**src/rtl/bus_frame_pkg.sv**
```systemverilog
// Shared constants, state encoding and frame layout for the node-bus receiver.
package bus_frame_pkg;

    localparam int FRAME_LEN = 80;
    localparam int CNT_W     = 7;

    localparam int SRC_LSB   = 1;
    localparam int DST_LSB   = 5;
    localparam int DSZ_LSB   = 9;
    localparam int DATA_LSB  = 11;
    localparam int CRC_LSB   = 75;
    localparam int END_BIT   = 79;

    localparam int ADDR_W    = 4;
    localparam int DSZ_W     = 2;
    localparam int DATA_W    = 64;
    localparam int CRC_W     = 4;

    localparam logic [DSZ_W-1:0] DATASIZE_FULL = 2'b11;
    localparam logic [CNT_W-1:0] LAST_IDX      = CNT_W'(END_BIT);

    typedef enum logic [2:0] {
        ST_ARM,
        ST_IDLE,
        ST_SHIFT,
        ST_CHECK,
        ST_ACK
    } rx_state_e;

    // Field order mirrors the wire order: start bit lands at bit 0.
    typedef struct packed {
        logic              end_bit;
        logic [CRC_W-1:0]  crc;
        logic [DATA_W-1:0] data;
        logic [DSZ_W-1:0]  dsz;
        logic [ADDR_W-1:0] dst;
        logic [ADDR_W-1:0] src;
        logic              start_bit;
    } bus_frame_t;

endpackage

```
**src/rtl/frame_shift_reg.sv**
```systemverilog
// 80-bit capture register: each bus sample is written at the index given by
// the bit counter, so bit k of the frame is the sample taken k cycles after start.
module frame_shift_reg
    import bus_frame_pkg::*;
(
    input  logic                 clock,
    input  logic                 reset_n,
    input  logic                 start,
    input  logic                 shift_en,
    input  logic                 bit_in,
    output logic [FRAME_LEN-1:0] frame,
    output logic                 done
);

    logic [CNT_W-1:0] cnt;

    // Start writes bit 0; each shift cycle writes bit cnt. Counter holds at the last index.
    always_ff @(posedge clock or negedge reset_n) begin
        if (!reset_n) begin
            frame <= '0;
            cnt   <= '0;
        end else if (start) begin
            frame[0] <= bit_in;
            cnt      <= CNT_W'(1);
        end else if (shift_en && (cnt <= LAST_IDX)) begin
            frame[cnt] <= bit_in;
            if (cnt != LAST_IDX) cnt <= cnt + CNT_W'(1);
        end
    end

    // Strobe in the cycle that stores the end bit.
    always_comb begin
        done = shift_en && (cnt == LAST_IDX);
    end

endmodule

```
**src/rtl/bus_frame_receiver.sv**
```systemverilog
// Single-wire node bus receiver: captures one frame, validates it, acks accepted
// frames and hands src/data to local logic over a one-entry valid/ready buffer.
// Optional error counters: define BUS_FRAME_RECEIVER_ERR_CNT_EN.
module bus_frame_receiver
    import bus_frame_pkg::*;
#(
    parameter int ACK_CYCLES = 2
) (
    input  logic              clock,
    input  logic              reset_n,
    input  logic              bus_in,
    input  logic [ADDR_W-1:0] my_addr,
    input  logic [CRC_W-1:0]  crc_ref,
    output logic              ack_en,
    output logic              ack_val,
    output logic              out_valid,
    input  logic              out_ready,
    output logic [ADDR_W-1:0] out_src,
    output logic [DATA_W-1:0] out_data,
`ifdef BUS_FRAME_RECEIVER_ERR_CNT_EN
    output logic [7:0]        err_crc_cnt,
    output logic [7:0]        err_frame_cnt,
    output logic [7:0]        err_ovf_cnt,
`endif
    output logic              err_pulse
);

    localparam int ACW = $clog2(ACK_CYCLES + 1);

    rx_state_e              state, state_nxt;
    logic [FRAME_LEN-1:0]   frame_bits;
    bus_frame_t             fr;
    logic                   sr_start, sr_shift, sr_done;
    logic [ACW-1:0]         ack_cnt;
    logic                   dst_hit, frame_ok, crc_ok, buf_free;
    logic                   accept, rej_frame, rej_crc, rej_ovf;

    frame_shift_reg u_shift (
        .clock    (clock),
        .reset_n  (reset_n),
        .start    (sr_start),
        .shift_en (sr_shift),
        .bit_in   (bus_in),
        .frame    (frame_bits),
        .done     (sr_done)
    );

    assign fr = bus_frame_t'(frame_bits);

    // Frame checks, in priority order: address, framing, CRC, buffer space.
    always_comb begin
        dst_hit   = (fr.dst == my_addr);
        frame_ok  = !fr.start_bit && fr.end_bit && (fr.dsz == DATASIZE_FULL);
        crc_ok    = (fr.crc == crc_ref);
        buf_free  = !out_valid || out_ready;
        rej_frame = (state == ST_CHECK) && dst_hit && !frame_ok;
        rej_crc   = (state == ST_CHECK) && dst_hit && frame_ok && !crc_ok;
        rej_ovf   = (state == ST_CHECK) && dst_hit && frame_ok && crc_ok && !buf_free;
        accept    = (state == ST_CHECK) && dst_hit && frame_ok && crc_ok && buf_free;
    end

    // State register.
    always_ff @(posedge clock or negedge reset_n) begin
        if (!reset_n) state <= ST_ARM;
        else          state <= state_nxt;
    end

    // Next state. ARM waits for a high bus so trailing zeros are never a start.
    always_comb begin
        state_nxt = state;
        case (state)
            ST_ARM:   if (bus_in == 1'b1) state_nxt = ST_IDLE;
            ST_IDLE:  if (bus_in == 1'b0) state_nxt = ST_SHIFT;
            ST_SHIFT: if (sr_done)        state_nxt = ST_CHECK;
            ST_CHECK: state_nxt = accept ? ST_ACK : ST_ARM;
            ST_ACK:   if (ack_cnt == ACW'(ACK_CYCLES - 1)) state_nxt = ST_ARM;
            default:  state_nxt = ST_ARM;
        endcase
    end

    // FSM outputs: capture strobes and bus drive; drive drops with state on reset.
    always_comb begin
        sr_start = (state == ST_IDLE) && (bus_in == 1'b0);
        sr_shift = (state == ST_SHIFT);
        ack_en   = (state == ST_ACK);
        ack_val  = (state == ST_ACK);
    end

    // Ack length counter, only runs while acking.
    always_ff @(posedge clock or negedge reset_n) begin
        if (!reset_n)             ack_cnt <= '0;
        else if (state == ST_ACK) ack_cnt <= ack_cnt + ACW'(1);
        else                      ack_cnt <= '0;
    end

    // One-entry output buffer; a load in CHECK wins over the ready-driven clear.
    always_ff @(posedge clock or negedge reset_n) begin
        if (!reset_n) begin
            out_valid <= 1'b0;
            out_src   <= '0;
            out_data  <= '0;
        end else if (accept) begin
            out_valid <= 1'b1;
            out_src   <= fr.src;
            out_data  <= fr.data;
        end else if (out_ready) begin
            out_valid <= 1'b0;
        end
    end

    // Error pulse for any rejection of a frame addressed to this node.
    always_ff @(posedge clock or negedge reset_n) begin
        if (!reset_n) err_pulse <= 1'b0;
        else          err_pulse <= rej_frame || rej_crc || rej_ovf;
    end

`ifdef BUS_FRAME_RECEIVER_ERR_CNT_EN
    // Saturating per-type reject counters.
    always_ff @(posedge clock or negedge reset_n) begin
        if (!reset_n) begin
            err_crc_cnt   <= '0;
            err_frame_cnt <= '0;
            err_ovf_cnt   <= '0;
        end else begin
            if (rej_crc   && (err_crc_cnt   != 8'hFF)) err_crc_cnt   <= err_crc_cnt   + 8'd1;
            if (rej_frame && (err_frame_cnt != 8'hFF)) err_frame_cnt <= err_frame_cnt + 8'd1;
            if (rej_ovf   && (err_ovf_cnt   != 8'hFF)) err_ovf_cnt   <= err_ovf_cnt   + 8'd1;
        end
    end
`endif

endmodule

```
**config.mk**
```make
export PLATFORM = sky130hd
export DESIGN_NAME = bus_frame_receiver
export DESIGN_NICKNAME = d
export VERILOG_FILES = /design/src/rtl/bus_frame_pkg.sv /design/src/rtl/frame_shift_reg.sv /design/src/rtl/bus_frame_receiver.sv
export SDC_FILE = /design/constraint.sdc
export NUM_CORES = 1
export LEC_CHECK = 0
export ABC_AREA = 1
export ABC_CLOCK_PERIOD_IN_PS = 4500
export CORE_MARGIN = 5
export CORE_UTILIZATION = 60
export DETAILED_ROUTE_END_ITERATION = 6
export PLACE_DENSITY = 0.9
export SLEW_MARGIN = 10
export SYNTH_ARGS = -nofsm -noshare
export SYNTH_HDL_FRONTEND = slang
export SYNTH_SLANG_ARGS = --single-unit
```
**constraint.sdc**
```tcl
create_clock -name clock -period 4.5 [get_ports clock]
set_input_delay 0.45 -clock clock [delete_from_list [all_inputs] [get_ports clock]]
set_output_delay 0.45 -clock clock [all_outputs]
set_load 0.005 [all_outputs]
```
==> flow_metrics.py <==
metrics = {
    "synth": {
        "yosysWarningCount": 0,
        "synth.avg_cell_area_um2": 7.733,
        "ys_seq_elements": 162,
        "synth_top_cell_by_area": "dfrtp_1",
        "syn_area_um2": 7717,
        "netlist_instances": 998,
        "yosysUniqueCellTypes": 25,
        "yosysSeqAreaShare_pct": 52.53,
        "synth_nets": 1012,
        "synthTopCellsByArea": "dfrtp_1, nand2_1, nand4_1",
        "netlist.area_leader.share_pct": 52.53,
    },
    "drt": {
        "drc": 0,
        "wirelength_um": 18450,
        "ant_nets": 0,
        "firstDrtPassIters": 6,
        "dr.first_iter.drc_count": 879,
        "wire_per_inst_um": 14.99,
        "vias": 6941,
        "via_per_inst": 5.639,
    },
    "sta": {
        "layout_min_cycle_time_ns": 2.543,
        "rsz0062_at_grt": "no",
        "setup_violations": 0,
        "fin_crit_sh_pct": 56.50,
        "setup_tns_ns": 0,
        "slew_headroom_pct": 27.16,
        "hold_viol_final": 0,
        "slew_violations": 0,
        "tightest_slew_ns": 1.093,
        "max_freq_mhz": 393.3,
        "skew_ns": 0.007079,
    },
    "setup_path": {
        "critical_path_class": "reg2reg",
        "reg2reg_depth": 9,
        "arrival_ns": 2.85,
        "critPathMaxFanout": 85,
        "crit_required_ns": 4.81,
        "regToRegSetupSlack_ns": 1.96,
        "end_kind": "flop",
        "regToRegStartpoint": "u_shift.cnt[0]",
        "r2r_end": "u_shift.frame[18]",
        "cp-start-kind": "flop",
    },
    "floorplanning": {
        "core_area_um2": 12620,
        "num_rows": 41,
        "dieHeight_um": 123.4,
        "ios": 84,
        "start_util_pct": 61.15,
        "dieArea_um2": 15230,
        "die_w_um": 123.4,
    },
    "hold_path": {
        "min_path_type": "in2async",
    },
    "clock_network": {
        "cts_tree": "done",
        "clkSinkCount": 162,
        "cts_setup_buffers": 0,
        "cts-hold-fix-buffers": 0,
        "cts.repair.resized": 0,
        "clock_path_buffers": 2,
        "root_buffer": "clkbuf_16",
        "worstSkewPairLatency_ns": 0.43,
        "cts-buffers-inserted": 17,
        "clk_pin_slew_ns": 0.06,
        "cts_htree_levels": 4,
    },
    "run": {
        "drv_cap": 0,
    },
    "run_status": {
        "status": "finished clean",
    },
    "grt": {
        "groute.usage.overall_pct": 26.45,
        "grt_start_max_net_pins": 120,
        "grt_overflow_total": 0,
        "first_global_vias": 6520,
        "antenna_found_initial": 0,
        "grt_pass1_wl_um": 31750,
    },
    "pwr": {
        "p_leak_nw": 4.288,
        "p_per_area_nw_per_um2": 431.0,
        "vdd_drop_max_mv": 0.2615,
    },
    "finish": {
        "fillers": 968,
        "area_delta_synth_final_pct": 17.85,
        "fin_nets": 1060,
        "insertedDiodeCount": 0,
        "stdcell_count": 1231,
        "drive_gt1_share_pct": 4.627,
    },
    "placement": {
        "place_hpwl_um": 11380,
        "gp_congestion": 0.9004,
        "portBuffers": 83,
        "placedCellCount": 1199,
    },
}
==> metal layers <==
metal | global-route usage (%) | wire length (µm)
met5 | 0 | 0
met4 | 12.04 | 601
met3 | 4.849 | 1203
met2 | 42.00 | 9113
met1 | 35.61 | 7532
==> flip-flops by register name (all words and copies together), names as in the netlist <==
register / count
out_data: 64
state: 3
out_valid: 1
u_shift.cnt: 7
ack_cnt: 2
out_src: 4
err_pulse: 1
u_shift.frame: 80
==> worst max-delay path by stage <==
stage | from | to | slack (ns) | cells after the start
after floorplan | crc_ref[3] | out_data[57] | 3.00 | 11
after CTS | u_shift.cnt[0] | u_shift.frame[60] | 2.01 | 9
after detailed placement | my_addr[3] | out_data[56] | 1.68 | 10
final | u_shift.cnt[0] | u_shift.frame[18] | 1.96 | 9
after global placement | my_addr[3] | out_data[23] | 1.77 | 10
after global routing | u_shift.cnt[0] | u_shift.frame[35] | 1.70 | 9
==> logic make-up after synthesis <==
family                     count (synthesis)  synth area share, %
and+or+nand+nor                          724                40.11
DFF                                      162                52.53
buffers and inverters                    103                6.339
xor gates and xnor gates                   5               0.5674
AOI/OAI and AO/OA                          2               0.1296
adders and majority gates                  2               0.3242
==> synth_stat cells, drive strengths merged <==
cell type    n
buf         49
dfrtp      162
inv         39
a21oi        1
o21ai        1
nand2      420
nor3         4
ha           2
nor2       106
nand4       85
xor2         4
xnor2        1
nand3b       1
or2          1
clkbuf      14
clkinv       1
nand3      107
==> layout make-up <==
| class | count | area (µm²) | area share [%] |
|---|---|---|---|
| flip-flops and latches | 162 | 4054 | 44.57 |
| well taps | 172 | 215.2 | 2.366 |
| repair buffers | 92 | 894.6 | 9.836 |
| clock buffers | 23 | 457.9 | 5.035 |
| clock inverters | 9 | 131.4 | 1.444 |
| inverters | 40 | 150.1 | 1.651 |
| multi-input cells | 733 | 3192 | 35.09 |
==> per-stage QoR <==
| step | utilization (%) | power (mW) | instance area (µm²) | hold slack [ns] | setup WS (ns) |
|---|---|---|---|---|---|
| after global placement | 67.40 | 2.453 | 8506 | 0.4176 | 1.770 |
| after detailed placement | 67.40 | 2.479 | 8506 | 0.4258 | 1.676 |
| after floorplan | - | 2.172 | 7717 | 0.1544 | 2.997 |
| after CTS | 72.07 | 3.921 | 9095 | 0.1514 | 2.013 |
| after global routing | 72.07 | 4.094 | 9095 | 0.1956 | 1.697 |
| final | 72.07 | 3.920 | 9095 | 0.1083 | 1.957 |
==> cell usage in the layout (no fill, tap or decap), types with 2 or more instances in the layout <==
| cell type | count |
|---|---|
| bufinv_16 | 3 |
| nor2_4 | 2 |
| dfrtp_1 | 162 |
| nand2_1 | 418 |
| clkinv_2 | 2 |
| inv_2 | 3 |
| clkinvlp_4 | 3 |
| nor3_1 | 3 |
| xor2_1 | 4 |
| clkbuf_16 | 17 |
| inv_1 | 36 |
| ha_1 | 2 |
| buf_4 | 9 |
| clkdlybuf4s50_1 | 81 |
| nand4_1 | 85 |
| clkbuf_1 | 5 |
| nor2_1 | 103 |
| nand3_1 | 106 |
==> worst max-delay path, stage by stage, from the launching register on <==
cell	delay [ns]
dfrtp_1	0.51
ha_1	0.24
nand2_1	0.09
inv_1	0.08
nand2_1	0.11
nand2_4	0.62
buf_4	0.45
nand3_1	0.13
nand2_1	0.12
nand2_1	0.05
==> report_power, final <==
| part | switching (mW) | internal (mW) | total, mW |
|---|---|---|---|
| combinational | 0.539 | 0.247 | 0.785 |
| clock | 0.560 | 0.886 | 1.45 |
| sequential | 0.102 | 1.59 | 1.69 |
Note: power is estimated with default switching activity, not from simulation.
